===== src/rtl/sw_pkg.sv =====
// Shared types and constants for the stopwatch time counter.
// Holds the FSM state enum, digit limits and the 2-digit BCD type.
package sw_pkg;

    typedef enum logic [1:0] {IDLE, RUN, PAUSE} sw_state_t;

    localparam int unsigned CS_MAX  = 99;
    localparam int unsigned SEC_MAX = 59;

    typedef struct packed {
        logic [3:0] tens;
        logic [3:0] ones;
    } bcd2_t;

    function automatic bcd2_t to_bcd2(input int unsigned v);
        bcd2_t r;
        r.tens = 4'(v / 10);
        r.ones = 4'(v % 10);
        return r;
    endfunction

endpackage


===== src/rtl/bcd2_cnt.sv =====
// Two-digit BCD counter with enable, clear, wrap at LIMIT and carry out.
// Exposes its next value so the top can keep zero-lag display registers.
module bcd2_cnt
    import sw_pkg::*;
#(
    parameter int unsigned LIMIT = 99
) (
    input  logic  clk,
    input  logic  rst,
    input  logic  clr,
    input  logic  en,
    output bcd2_t q_next,
    output logic  at_lim,
    output logic  carry
);

    localparam bcd2_t LIM = to_bcd2(LIMIT);

    bcd2_t q;

    // NOTE: every signal gets a default first in always_comb so no path leaves it unassigned (no latch).
    always_comb begin
        q_next = q;
        at_lim = (q == LIM);
        carry  = en && at_lim;
        if (clr) begin
            q_next = '0;
        end else if (en) begin
            if (at_lim) begin
                q_next = '0;
            end else if (q.ones == 4'd9) begin
                q_next.ones = 4'd0;
                q_next.tens = q.tens + 4'd1;
            end else begin
                q_next.ones = q.ones + 4'd1;
            end
        end
    end

    // NOTE: state registers use non-blocking assignment so all flops update together at the edge.
    always_ff @(posedge clk or negedge rst) begin
        if (!rst) q <= '0;
        else      q <= q_next;
    end

endmodule


===== src/rtl/sw_time_cnt.sv =====
// Stopwatch time counter: MM:SS.cc in BCD, IDLE/RUN/PAUSE control, overflow wrap or stop.
// Optional lap-hold display enabled by defining SW_LAP_EN.
module sw_time_cnt
    import sw_pkg::*;
#(
    parameter logic [6:0] MAX_MIN  = 7'd59,
    parameter logic       OVF_STOP = 1'b0
) (
    input  logic       clk,
    input  logic       rst,
    input  logic       tick_10ms,
    input  logic       start_stop,
    input  logic       clear,
`ifdef SW_LAP_EN
    input  logic       lap,
    output logic       lap_hold,
`endif
    output logic [7:0] cs_bcd,
    output logic [7:0] sec_bcd,
    output logic [7:0] min_bcd,
    output logic       running,
    output logic       ovf
);

    sw_state_t state;

    logic  count_en, at_max, hold_ovf, hold_d;
    logic  cs_at, sec_at, min_at;
    logic  cs_carry, sec_carry, min_carry;
    bcd2_t cs_next, sec_next, min_next;

    assign count_en = tick_10ms && (state == RUN) && !clear;
    assign at_max   = cs_at && sec_at && min_at;
    // In stop mode the final tick is swallowed so every digit keeps its value.
    assign hold_ovf = OVF_STOP && count_en && at_max;

    bcd2_cnt #(.LIMIT(CS_MAX)) u_cs (
        .clk    (clk),
        .rst    (rst),
        .clr    (clear),
        .en     (count_en && !hold_ovf),
        .q_next (cs_next),
        .at_lim (cs_at),
        .carry  (cs_carry)
    );

    bcd2_cnt #(.LIMIT(SEC_MAX)) u_sec (
        .clk    (clk),
        .rst    (rst),
        .clr    (clear),
        .en     (cs_carry),
        .q_next (sec_next),
        .at_lim (sec_at),
        .carry  (sec_carry)
    );

    bcd2_cnt #(.LIMIT(int'(MAX_MIN))) u_min (
        .clk    (clk),
        .rst    (rst),
        .clr    (clear),
        .en     (sec_carry),
        .q_next (min_next),
        .at_lim (min_at),
        .carry  (min_carry)
    );

    always_ff @(posedge clk or negedge rst) begin
        if (!rst) begin
            state   <= IDLE;
            running <= 1'b0;
            ovf     <= 1'b0;
        end else begin
            ovf <= min_carry || hold_ovf;
            if (clear) begin
                state   <= IDLE;
                running <= 1'b0;
            end else if (state == RUN && (start_stop || hold_ovf)) begin
                state   <= PAUSE;
                running <= 1'b0;
            end else if (state != RUN && start_stop) begin
                state   <= RUN;
                running <= 1'b1;
            end
        end
    end

`ifdef SW_LAP_EN
    logic hold_q;

    always_comb begin
        hold_d = hold_q;
        if (clear)                     hold_d = 1'b0;
        else if (lap && state == RUN)  hold_d = !hold_q;
    end

    always_ff @(posedge clk or negedge rst) begin
        if (!rst) hold_q <= 1'b0;
        else      hold_q <= hold_d;
    end

    assign lap_hold = hold_q;
`else
    assign hold_d = 1'b0;
`endif

    // Display registers track the live count's next value, so they match it with no lag unless held.
    // NOTE: only these small control/data registers are reset; no memory arrays exist here.
    always_ff @(posedge clk or negedge rst) begin
        if (!rst) begin
            cs_bcd  <= 8'h00;
            sec_bcd <= 8'h00;
            min_bcd <= 8'h00;
        end else if (!hold_d) begin
            cs_bcd  <= cs_next;
            sec_bcd <= sec_next;
            min_bcd <= min_next;
        end
    end

endmodule


===== config.mk =====
export PLATFORM = sky130hd
export DESIGN_NAME = sw_time_cnt
export DESIGN_NICKNAME = d
export VERILOG_FILES = /design/src/rtl/sw_pkg.sv /design/src/rtl/bcd2_cnt.sv /design/src/rtl/sw_time_cnt.sv
export SDC_FILE = /design/constraint.sdc
export NUM_CORES = 1
export LEC_CHECK = 0
export ABC_AREA = 1
export CELL_PAD_IN_SITES_DETAIL_PLACEMENT = 1
export CELL_PAD_IN_SITES_GLOBAL_PLACEMENT = 2
export CORE_MARGIN = 4
export CORE_UTILIZATION = 28
export CTS_CLUSTER_SIZE = 24
export DETAILED_ROUTE_END_ITERATION = 10
export GPL_ROUTABILITY_DRIVEN = 0
export PLACE_DENSITY_LB_ADDON = 0.05
export SKIP_CTS_REPAIR_TIMING = 1
export SYNTH_ARGS = -nofsm -noshare
export SYNTH_HDL_FRONTEND = slang
export SYNTH_SLANG_ARGS = --single-unit

===== constraint.sdc =====
create_clock -name clk -period 1.36 [get_ports clk]
set_clock_uncertainty 0.15 [all_clocks]
set_input_delay 0.136 -clock clk [delete_from_list [all_inputs] [get_ports clk]]
set_output_delay 0.136 -clock clk [all_outputs]
set_load 0.05 [all_outputs]

==> results.md <==
- HPWL after DPL: 3803 um
- Setup WS post-layout: -0.3030 ns
- GRT Residual Overflow: 0
- Area Overhead vs Synth: 82.69%
- Iteration-0 DRC Markers: 37
- Syn nets: 194
- Layout Nets: 277
- GRT Total Usage: roughly 15%
- Clk root buf: clkbuf_8
- Slew Limit Fails: 0
- Clk slew on worst S/H paths: about 0.1 ns
- CTS tree: built
- Die span in y: just over 80 um
- WP data required: 1.38 ns
- Min Hold Slack: 0.06508 ns
- Setup TNS: -4.879 ns
- Storage cell area: 699.4 sq um
- Worst-Margin Slew: 0.2384 ns
- Worst hold path type: primary input to asynchronous set/reset pin
- ANT cells: 0
- Arr. time, crit path: 1.68 ns
- Clk Latency, worst-skew pair: 0.28 ns
- Total of max-cap violations: 0
- Ports: 31
- Period utilisation layout: 122.3%
- Drt via density: 4.634
- Largest net degree at the start of global routing: 28
- Top achievable clock speed: 601.3 MHz
- Period minus WS final: around 1.7 ns
- Die area: 6920 sq um
- Failing checks: setup timing
- Critical path cell sequence: inv_2 > ha_4 > nand2_2 > nor2_4 > nand3_4 > nor2_8 > nand2_4 > nand3_2 > nand2_1
- Slew HR: between 80% and 90%
- Yosys cell types: 28
- Mapped Area: between 1500 and 2000 sq um
- Std-Cell Rows: 27
- Max VDD drop: around 0.35 mV
- Num Clock Sinks: 27
- Critical path class: flip-flop to flip-flop
- Vias in the first global route: 1743
- Design Power: 1.479 mW
- Buffer levels on the longest clock path: 2
- IO Port Bufs: 30
- Final setup fails: 23
- Status: finished with violations
- First-pass GRT wire length: between 8000 and 9000 um
- Drt total wl: 5030 um
- Initial Utilization: 28.74%
- Initial antenna violation count: 0
- CP Max Fanout: 6
- Worst Path Buf+Inv: 1
- Post-Syn Instances: 177
- Leakage: 1.326 nW
- Drt first pass iters: 4
- Num CTS Buffers: 3
- Worst path slowest cell: dfrtp_2
- Layout cells sized above 1: 55.60%
- Post-DRT Antenna Nets: 0
- Multi-input logic area: 1037 sq um
- RSZ-0062 raised after global routing: true
- Power per cell area: 511.6 nW/um^2
- CP endpoint kind: flip-flop
- Layout filler cell count: 616
- Startpoint Class: flip-flop
- DRC viols: 0
- Routed WL per cell: ~15 um
- Ys Warns: 0
- CORE AREA: 5507 sq um
- Avg Cell Area, Syn: between 8 and 9 sq um
- Worst path top cell family by delay: simple AND/OR/NAND/NOR gates
- Vias: 1534
- Seq/Total Area, Yosys: 42.69%
- Largest stage delay, worst path: 0.43 ns
- H-tree Lvls: 1
- Final hold vios: 0
- Synth Register Bits: 27
- Die X: 83.19 um
[synthesized netlist by cell type, drive strengths merged]
library cell | instances | area (sq um)
a21oi | 1 | 5.000
a22oi | 1 | 7.510
buf | 1 | 3.750
dfrtp | 27 | 675.7
ha | 12 | 150.1
inv | 19 | 71.32
mux2i | 1 | 10.01
nand2 | 37 | 153.9
nand3 | 32 | 175.2
nand4 | 3 | 25.02
nor2 | 17 | 118.9
nor3 | 2 | 10.01
o211a | 1 | 10.01
o21ai | 7 | 38.79
o22ai | 4 | 25.02
or2 | 1 | 6.260
xnor2 | 4 | 35.03
xor2 | 7 | 61.31
[power by group]
| part | leakage, nW | internal [mW] | total [mW] | switching (mW) |
|---|---|---|---|---|
| Combinational | 0.959 | 0.0763 | 0.173 | 0.0966 |
| Clock | 0.0228 | 0.211 | 0.491 | 0.281 |
| Sequential | 0.344 | 0.809 | 0.815 | 0.00610 |
| Total | 1.33 | 1.10 | 1.48 | 0.383 |
[stage by stage]
step / util, % / setup slack (ns) / cell area (sq um) / instances
6_report: 52.51 / -0.3030 / 2892 / 331
5_1_grt: 52.51 / -0.3876 / 2892 / 331
4_1_cts: 49.15 / -0.3139 / 2706 / 324
3_5_place_dp: 48.33 / -0.3094 / 2661 / 320
3_3_place_gp: 48.33 / -0.2481 / 2661 / 320
2_1_floorplan: - / -0.3133 / 1687 / 177
[cell type report]
type,count,share of cell area (%)
Clock buffer,4,1.558
Inverter,19,2.466
Multi-Input combinational cell,130,35.87
Sequential cell,27,24.19
Tap cell,72,3.116
Timing Repair Buffer,79,32.80
[cell usage in the layout (no fill, tap or decap), types with 7 or more instances in the layout]
master	synthesis	routed
dfrtp_1	27	8
buf_12	0	27
nand3_2	3	10
inv_1	17	12
ha_1	12	7
inv_2	2	7
buf_4	0	46
xor2_1	7	7
nand3_1	29	19
nand2_1	33	30
dfrtp_2	0	19
nor2_1	8	8
[final timing paths]
| check | start | end | slack [ns] | cells after the start |
|---|---|---|---|---|
| worst max-delay path | u_cs.q[1] | min_bcd[3] | -0.30 | 9 |
| worst min-delay path | rst | cs_bcd[3] | 0.07 | 2 |
| worst max register to register | u_cs.q[1] | min_bcd[3] | -0.30 | 9 |
| worst min register to register | u_sec.q[0] | u_sec.q[1] | 0.45 | 2 |
| max in group asynchronous | rst | u_sec.q[6] | 0.82 | 2 |
| min in group clk | start_stop | state[1] | 0.39 | 3 |
[routing by layer]
layer | vias to the layer above | part of all wire [%] | wire, um | global-route usage, %
li1 | 745 | - | - | -
met1 | 767 | 41 | 2049 | 17.07
met2 | 20 | 57 | 2842 | 27.41
met3 | 2 | 2.2 | 111 | 2.282
met4 | 0 | 0.50 | 25 | 3.566
met5 | - | 0 | 0 | 0
[kinds of logic after synthesis]
family | share of synthesized area (%)
compound gates | 5.454
simple gates | 30.91
buf+inv | 4.743
mux | 0.6324
fa+ha+maj | 9.486
flops | 42.69
xor+xnor | 6.087
[state kept, by name, summed over array words and instances (netlist names)]
signal / count
u_cs.q: 6
state: 2
u_sec.q: 6
u_min.q: 6
ovf: 1
cs_bcd: 2
min_bcd: 2
sec_bcd: 2
No activity file was read; power rests on OpenSTA's default activity.
